## src/rtl/arch_dpram_pkg.sv

```systemverilog
// Shared sizing constants and types for the 4x4 dual-read-port register-file RAM.
package arch_dpram_pkg;

  localparam int unsigned DATA_W   = 4;
  localparam int unsigned ADDR_W   = 2;
  localparam int unsigned OUT_W    = 16;
  localparam int unsigned DEPTH    = 2 ** ADDR_W;
  localparam int unsigned WR_A_BIT = 1;
  localparam int unsigned WR_B_BIT = 0;

  typedef logic [DATA_W-1:0]            word_t;
  typedef logic [OUT_W-1:0]             out_t;
  typedef logic [DEPTH-1:0][DATA_W-1:0] mem_t;

  function automatic out_t zext(input word_t w);
    out_t r;
    r             = '0;
    r[DATA_W-1:0] = w;
    return r;
  endfunction

endpackage

```

## src/rtl/arch_dpram_rd_port.sv

```systemverilog
// Registered read port: when enabled, captures the addressed word zero-extended
// onto the output bus; otherwise holds the last value.
module arch_dpram_rd_port
  import arch_dpram_pkg::*;
(
  input  logic                         clck,
  input  logic                         rst,
  input  logic                         rd_en,
  input  logic [ADDR_W-1:0]            rd_addr,
  input  logic [DEPTH-1:0][DATA_W-1:0] mem,
  output logic [OUT_W-1:0]             data_out
);

  out_t data_out_q;
  out_t data_out_d;

  always_comb begin
    data_out_d = data_out_q;
    if (rd_en) begin
      data_out_d = zext(mem[rd_addr]);
    end
  end

  always_ff @(posedge clck or posedge rst) begin
    if (rst) begin
      data_out_q <= '0;
    end else begin
      data_out_q <= data_out_d;
    end
  end

  assign data_out = data_out_q;

endmodule

```

## src/rtl/arch_dpram.sv

```systemverilog
// 4-word x 4-bit scratch RAM: one shared write address with two data sources
// (port A has priority), plus two independent registered read ports.
module arch_dpram
  import arch_dpram_pkg::*;
(
  input  logic              clck,
  input  logic              rst,
  input  logic [DATA_W-1:0] data_a,
  input  logic [DATA_W-1:0] data_b,
  input  logic [ADDR_W-1:0] address,
  input  logic [1:0]        write,
  input  logic              read_a,
  input  logic              read_b,
  input  logic [ADDR_W-1:0] address_read_a,
  input  logic [ADDR_W-1:0] address_read_b,
  output logic [OUT_W-1:0]  data_out_a,
  output logic [OUT_W-1:0]  data_out_b
);

  mem_t mem_q;
  mem_t mem_d;

  // Read ports sample mem_q, so a same-cycle write is seen only on the next read.
  always_comb begin
    mem_d = mem_q;
    if (write[WR_A_BIT]) begin
      mem_d[address] = data_a;
    end else if (write[WR_B_BIT]) begin
      mem_d[address] = data_b;
    end
  end

  always_ff @(posedge clck or posedge rst) begin
    if (rst) begin
      mem_q <= '0;
    end else begin
      mem_q <= mem_d;
    end
  end

  arch_dpram_rd_port u_rd_a (
    .clck     (clck),
    .rst      (rst),
    .rd_en    (read_a),
    .rd_addr  (address_read_a),
    .mem      (mem_q),
    .data_out (data_out_a)
  );

  arch_dpram_rd_port u_rd_b (
    .clck     (clck),
    .rst      (rst),
    .rd_en    (read_b),
    .rd_addr  (address_read_b),
    .mem      (mem_q),
    .data_out (data_out_b)
  );

endmodule

```

## config.mk

```make
export PLATFORM = sky130hd
export DESIGN_NAME = arch_dpram
export DESIGN_NICKNAME = d
export VERILOG_FILES = /design/src/rtl/arch_dpram_pkg.sv /design/src/rtl/arch_dpram_rd_port.sv /design/src/rtl/arch_dpram.sv
export SDC_FILE = /design/constraint.sdc
export NUM_CORES = 1
export LEC_CHECK = 0
export CAP_MARGIN = 10
export CORE_ASPECT_RATIO = 0.6
export CORE_UTILIZATION = 47
export DETAILED_ROUTE_END_ITERATION = 16
export PLACE_DENSITY_LB_ADDON = 0.05
export SYNTH_ARGS = -nofsm -noshare
export SYNTH_HDL_FRONTEND = slang
export SYNTH_HIERARCHICAL = 1
export SYNTH_SLANG_ARGS = --single-unit
```

## constraint.sdc

```tcl
create_clock -name clck -period 1.6 [get_ports clck]
set_clock_uncertainty 0.1 [all_clocks]
set_input_delay 0.24 -clock clck [delete_from_list [all_inputs] [get_ports clck]]
set_output_delay 0.24 -clock clck [all_outputs]
set_load 0.02 [all_outputs]
```

Word level (Yosys, flattened, before mapping)
Cells that the tools add are included.

Bits in registers: 24. Output and inout port bits: 32. Logic and storage cells: 22.

$lt $le $gt $ge: 4. Multiplexer cells: 10. Reductions and logical operators: 2.

Operators with widths (count): $bwmux 16 (2); $mux 16 (2); $bmux 4 s2 (2); $mux 4 (3); $lt 2x3->1 const B (3); $demux 4 s2 (1); $ge 2x1->1 const B (1); $reduce_bool 2->1 (1); $logic_and 1x1->1 (1).

Depth between registers and ports, before layout
Gate-level depths: netlist (run 1).

Word-level depth: 7. Gate-level depth with buffers: 3. Gate-level depth less buffers: 3.

Modules after synthesis
The synthesis (run 1) kept the hierarchy.

By module, submodules not included: arch_dpram_rd_port (instances 2, cells each 37, area each 359.1 µm², seq. area each 100.1 µm²); arch_dpram (instances 1, cells each 42, area each 671.9 µm², seq. area each 400.4 µm²).

Worst setup path before layout (run 1)
Ideal clock, no wire load.

Path kind: input to register. Start point: input port address[1]. End point: register mem_q[0] in the netlist's numbering. Setup time: 125 ps. Arrival time: 986 ps. Path slack: 389 ps. Cell stages on the path: 2. Path buffers: 0. Cells stage by stage: nor3_1 > mux2_2.

Longest elaborated chain between the ends: 7. Elaborated cells on any way between the ends: 9. Those cells by class: order compare (2); mux (6); reduce/logical (1).

RTL lines: start: declaration (line arch_dpram.sv:10) `input logic [ADDR_W-1:0] address,`; $lt 2x3->1 (implied by the code) or $ge 2x1->1 (tied branches) (line arch_dpram.sv:27, arch_dpram.sv:29); $logic_and 1x1->1 (implied by the code) (line arch_dpram.sv:27, arch_dpram.sv:29); $mux 4 (implied by the code) (line arch_dpram.sv:27, arch_dpram.sv:29); $demux 4 s2 (*) (line arch_dpram.sv:27, arch_dpram.sv:29); $bwmux 16 (line arch_dpram.sv:29) `mem_d[address] = data_b;`; $mux 16 (line arch_dpram.sv:28) `end else if (write[WR_B_BIT]) begin`; $mux 16 (*) (line arch_dpram.sv:26) `if (write[WR_A_BIT]) begin`; end signal: assignment (line arch_dpram.sv:37) `mem_q <= mem_d;`; end: declaration (line arch_dpram.sv:20) `mem_t mem_q;`.

Mark *: on every way between the ends. The rest lies on a longest branch, timed or not. The select of a mux whose other input is x is not followed. A chain may end at the register's enable or synchronous reset.

Final worst setup path (run 1)
Start point: register u_rd_b.data_out_q[3], in the netlist u_rd_b/data_out[3]. End point: output port data_out_b[3].

RTL lines: start: declaration (line arch_dpram_rd_port.sv:14) `out_t data_out_q;`; start signal: assignment (line arch_dpram_rd_port.sv:28) `data_out_q <= data_out_d;`; end: declaration (line arch_dpram.sv:17) `output logic [OUT_W-1:0] data_out_b`.

No word-level cell between the ends.

==> run_results.csv, run 1 <==
group,metric,value,unit
outcome,status,"finished, final reports clean",
finish,final_util,0.658,
power_and_ir_drop,p_leak,0.851,nW
clock_tree,cts.sink_count,24,
synth,syn-cell-area,1390,um^2
timing,min_period_over_period,0.981,
finish,drive_above_1_share,0.232,
route,wl,2930,um
worst_setup_path,rrSetupSlack,0.57,ns
timing,fin_tns_setup,0,ns
timing,rsz0062_at_grt,"no",
finish,syn2layout_area_growth,25.2,%
worst_setup_path,crit_required,1.26,ns
worst_setup_path,worstPathCellList,"clkdlybuf4s50_1",
global_routing,grt_use_met1,0.314,
route,viasPerCell,4.87,
worst_setup_path,startpoint_type,"flop",
synth,syn_area_per_cell,12.0,um^2
timing,drv_slew,0,
synth,yosysSeqAreaShare,0.432,
floorplanning,die_x,72.2,um
timing,fin_crit,1.57,ns
global_routing,antenna_found_initial,0,
flow_run,max_cap_viol_count,0,
floorplanning,rows,14,
floorplanning,initial_core_util,0.526,
power_and_ir_drop,vdd_ir_drop_max,0.569,mV
worst_setup_path,cp_slowest_cell,"clkdlybuf4s50_1",
place,port_buffers,27,
global_routing,grt_pass1_wl,4810,um
finish,diodes,0,
worst_setup_path,crit_path_end_kind,"primary output",
clock_tree,clockBufferDepth,2,
worst_setup_path,cp.arrival,1.23,ns
global_routing,grt_overflow,0,
timing,fmax,637,MHz
timing,setup_violations,0,
place,place_congestion,0.775,
finish,n_fill_cell,191,
synth,ys_ff_latch,24,
timing,hold_viol,0,
synth,synth_cells,116,
clock_tree,ctsHtreeMaxLevel,1,
worst_setup_path,cp_num_buf_inv,1,
synth,ys_warn_count,6,
floorplanning,core,2650,um^2
clock_tree,cts_tree,"done",
clock_tree,clock_tree.root_cell,"clkbuf_8",
global_routing,grt_max_degree,17,
route,vias,931,
place,dp_hpwl,2390,um
worst_setup_path,max_stage_delay,0.60,ns
power_and_ir_drop,p_per_area,1020,nW/um^2
global_routing,track_usage,0.213,
floorplanning,chipHeight,44.1,um
global_routing,use_met3,0.0547,
worst_setup_path,crit_type,"reg2out",
route,drt_iter0_markers,37,
floorplanning,num_io_pins,52,
clock_tree,numCtsBuffers,3,
clock_tree,postCtsSetupBuffers,0,
route,ant_nets,0,
route,drt-pass1-iter-count,4,
floorplanning,die_area,3190,um^2
clock_tree,clk-insertion-delay-late,0.27,ns
worst_setup_path,cp_max_fo,2,
route,avgRoutedWirePerCell,15.4,um
clock_tree,clk_pin_slew,0.08,ns
worst_setup_path,crit_family,"buffers and inverters",
min_path,hp-class,"in2async",
synth,synthDistinctLibCells,15,
global_routing,top_usage_layer,"met1",
global_routing,use_met2,0.308,
route,drc_errors,0,
finish,final_nets,172,
global_routing,grt_pass1_vias,906,
[logic make-up (layout without fill, tap and decap cells)]
| family | after synthesis | count (layout) | share of synthesized area |
|---|---|---|---|
| buffers and inverters | 29 | 42 | 0.154 |
| other | 2 | 24 | 0.00540 |
| flip-flops | 24 | 24 | 0.432 |
| AO/OA/AOI/OAI | 9 | 9 | 0.0558 |
| AND/OR/NAND/NOR | 16 | 16 | 0.0756 |
| multiplexers | 36 | 36 | 0.277 |
[layer usage]
metal  routed length (um)  up-vias
li1                     -      432
met1                 1390      448
met2                 1250       46
met3                  250        5
met4                   36        0
met5                    0        -
[final timing paths]
| check | depth (start not counted) | startpoint | end |
|---|---|---|---|
| max reg2reg | 2 | mem_q[5]$_DFFE_PP0P_ | u_rd_a/data_out[1]$_DFFE_PP0P_ |
| min in group clck | 2 | u_rd_a/data_out[2]$_DFFE_PP0P_ | u_rd_a/data_out[2]$_DFFE_PP0P_ |
| min | 2 | rst | u_rd_b/data_out[2]$_DFFE_PP0P_ |
| min reg2reg | 2 | u_rd_a/data_out[2]$_DFFE_PP0P_ | u_rd_a/data_out[2]$_DFFE_PP0P_ |
| max in group asynchronous | 3 | rst | mem_q[6]$_DFFE_PP0P_ |
| max | 1 | u_rd_b/data_out[3]$_DFFE_PP0P_ | data_out_b[3] |
[layout by cell type (no fill, tap or decap)]
cell type,Yosys,final
or3b_4,1,1
buf_12,0,2
clkbuf_8,0,4
mux2_2,20,20
nand2_1,2,2
clkdlybuf4s50_1,0,20
inv_1,3,3
mux2i_1,16,16
dlygate4sd2_1,0,2
buf_4,24,6
nand2b_1,10,10
o221ai_1,8,8
dlymetal6s2s_1,0,5
nor2_2,1,1
conb_1,2,24
dfrtp_1,24,24
nor3_1,1,1
o211ai_1,1,1
nor3b_2,1,1
[synthesized netlist by cell type]
library cell / count / area share
nor2_2: 1 / 0.0045
buf_6: 2 / 0.016
nor3b_2: 1 / 0.0090
or3b_4: 1 / 0.0081
mux2i_1: 16 / 0.12
dfrtp_1: 24 / 0.43
nand2b_1: 10 / 0.045
o221ai_1: 8 / 0.050
mux2_2: 20 / 0.16
conb_1: 2 / 0.0054
nor3_1: 1 / 0.0036
o211ai_1: 1 / 0.0054
inv_1: 3 / 0.0081
nand2_1: 2 / 0.0054
buf_4: 24 / 0.13
[what timing repair did]
action,in CTS,in global routing
hold buffers,0,0
resized for setup,2,5
endpoints found under the setup margin,2,5
[area by class of cell]
class,count,area [um^2],share of cell area
Inverter,3,11.3,0.00647
Timing Repair Buffer,35,365,0.210
Sequential cell,24,601,0.345
Multi-Input combinational cell,85,658,0.378
Tap cell,40,50.0,0.0288
Clock buffer,4,55.1,0.0316
[power by group]
group | switching, mW | total, mW | leakage [nW] | internal (mW)
combinational | 0.271 | 0.538 | 0.535 | 0.267
sequential | 0.0890 | 0.821 | 0.287 | 0.732
clock | 0.189 | 0.409 | 0.0288 | 0.220
[metrics by stage]
stage / area [um^2] / setup slack (ns) / instances / power, mW / hold WS (ns)
2_1_floorplan: 1470 / 0.389 / 138 / 1.18 / -0.0939
3_3_place_gp: 1680 / -0.157 / 187 / 1.37 / 0.391
3_5_place_dp: 1680 / -0.191 / 187 / 1.38 / 0.390
4_1_cts: 1730 / 0.00272 / 191 / 1.79 / 0.110
5_1_grt: 1740 / 0.000465 / 191 / 1.87 / 0.121
6_report: 1740 / 0.0303 / 191 / 1.77 / 0.115
[sequential cells by signal, indices dropped and copies added (netlist names)]
register / count
u_rd_a/data_out: 4
mem_q: 16
u_rd_b/data_out: 4
No activity file was read; power rests on OpenSTA's default activity.
==> inputs of run 2 (changes only) <==
--- a/config.mk
+++ b/config.mk
@@ -6,8 +6,10 @@
 export NUM_CORES = 1
 export LEC_CHECK = 0
 export CAP_MARGIN = 10
+export CELL_PAD_IN_SITES_DETAIL_PLACEMENT = 2
+export CELL_PAD_IN_SITES_GLOBAL_PLACEMENT = 2
 export CORE_ASPECT_RATIO = 0.6
-export CORE_UTILIZATION = 47
+export CORE_UTILIZATION = 29
 export DETAILED_ROUTE_END_ITERATION = 16
 export PLACE_DENSITY_LB_ADDON = 0.05
 export SYNTH_ARGS = -nofsm -noshare
==> run_results.csv, run 2 (synthesis results as in run 1) <==
group,metric,value,unit
clock_tree,cts_tree,"done",
route,vias,949,
worst_setup_path,crit_path_end_kind,"flop",
worst_setup_path,r2r_cells,2,
floorplanning,num_io_pins,52,
timing,hold_viol,0,
clock_tree,numCtsBuffers,3,
power_and_ir_drop,p_per_area,1020,nW/um^2
worst_setup_path,crit_required,1.65,ns
finish,drive_above_1_share,0.232,
finish,n_fill_cell,485,
worst_setup_path,startpoint_type,"primary input",
power_and_ir_drop,p_total,1.78,mW
worst_setup_path,cp_max_fo,4,
outcome,status,"finished, final reports clean",
timing,layout_setup_ws,0.0776,ns
power_and_ir_drop,p_leak,0.815,nW
global_routing,grt_overflow,0,
timing,rsz0062_at_grt,"no",
global_routing,antenna_found_initial,0,
place,place_area,1700,um^2
timing,min_period_over_period,0.951,
min_path,hp-class,"in2async",
finish,layout_common_cells,"dfrtp_1 (24), conb_1 (24), mux2_2 (20)",
floorplanning,die_x,91.4,um
power_and_ir_drop,vdd_ir_drop_max,0.338,mV
place,dp_hpwl,2910,um
place,place_congestion,0.699,
clock_tree,ctsHtreeMaxLevel,1,
timing,fmax,657,MHz
place,pre_cts_ws,-0.218,ns
floorplanning,die_area,5080,um^2
route,drc_errors,0,
finish,largest_register_ff_count,16,
route,viasPerCell,4.43,
clock_tree,clk_pin_slew,0.09,ns
finish,final_nets,172,
timing,fin_crit,1.52,ns
global_routing,track_usage,0.153,
route,wl,3440,um
floorplanning,chipHeight,55.6,um
finish,syn2layout_area_growth,26.1,%
timing,drv_slew,0,
timing,fin_tns_setup,0,ns
finish,diodes,0,
finish,regArea,601,um^2
clock_tree,postCtsHoldBufs,0,
clock_tree,clockBufferDepth,2,
flow_run,max_cap_viol_count,0,
finish,regMostFlops,"mem_q",
finish,final_area,1750,um^2
finish,multi_input_area,658,um^2
clock_tree,cts.sink_count,24,
clock_tree,cts_resized,7,
worst_setup_path,cp.arrival,1.58,ns
route,drt-pass1-iter-count,3,
floorplanning,core,4590,um^2
route,avgRoutedWirePerCell,16.1,um
place,port_buffers,27,
floorplanning,initial_core_util,0.303,
global_routing,grt_max_degree,17,
route,drt_iter0_markers,14,
clock_tree,clock_tree.root_cell,"clkbuf_8",
worst_setup_path,crit_type,"in2reg",
global_routing,grt_pass1_vias,1004,
floorplanning,rows,19,
timing,setup_violations,0,
route,ant_nets,0,
clock_tree,postCtsSetupBuffers,0,
global_routing,grt_pass1_wl,5640,um
clock_tree,clk-insertion-delay-late,0.28,ns
## run 2: final timing paths
path | from | end | slack (ns)
worst max-delay path | write[1] | mem_q[2]$_DFFE_PP0P_ | 0.08
worst min-delay path | rst | u_rd_a/data_out[2]$_DFFE_PP0P_ | 0.1
worst max register to register | mem_q[6]$_DFFE_PP0P_ | u_rd_a/data_out[2]$_DFFE_PP0P_ | 0.57
worst min register to register | u_rd_b/data_out[1]$_DFFE_PP0P_ | u_rd_b/data_out[1]$_DFFE_PP0P_ | 0.41
max in group asynchronous | rst | mem_q[10]$_DFFE_PP0P_ | 0.97
min in group clck | u_rd_b/data_out[1]$_DFFE_PP0P_ | u_rd_b/data_out[1]$_DFFE_PP0P_ | 0.41
## run 2: routing by layer
| metal | wire length, um | GRT usage | share of wire | up-vias |
|---|---|---|---|---|
| met2 | 1480 | 0.236 | 0.43 | 31 |
| met1 | 1780 | 0.213 | 0.52 | 481 |
| li1 | - | - | - | 432 |
| met3 | 144 | 0.0423 | 0.042 | 5 |
| met4 | 31 | 0.0340 | 0.0090 | 0 |
| met5 | 0 | 0 | 0 | - |
## run 2: per-stage QoR
stage / hold WS [ns] / instances / utilization
after floorplan: -0.0939 / 138 / -
after global placement: 0.385 / 210 / 0.371
after detailed placement: 0.395 / 210 / 0.371
after CTS: 0.107 / 214 / 0.382
after global routing: 0.122 / 214 / 0.382
final: 0.0955 / 214 / 0.382
## run 2: power breakdown
part	switching (mW)	leakage [nW]	total [mW]	internal, mW
clock	0.204	0.0288	0.424	0.220
combinational	0.277	0.499	0.529	0.252
sequential	0.0969	0.287	0.828	0.732
## run 2: area by class of cell
type / count / area share
repair buffers: 35 / 0.199
clock buffers: 4 / 0.0314
flip-flops and latches: 24 / 0.343
well taps: 63 / 0.0450
inverters: 3 / 0.00642
multi-input cells: 85 / 0.375
## run 2: critical path: stages
cell             delay, ns
clkdlybuf4s50_1       0.54
buf_4                 0.15
mux2_2                0.37
mux2_2                0.28
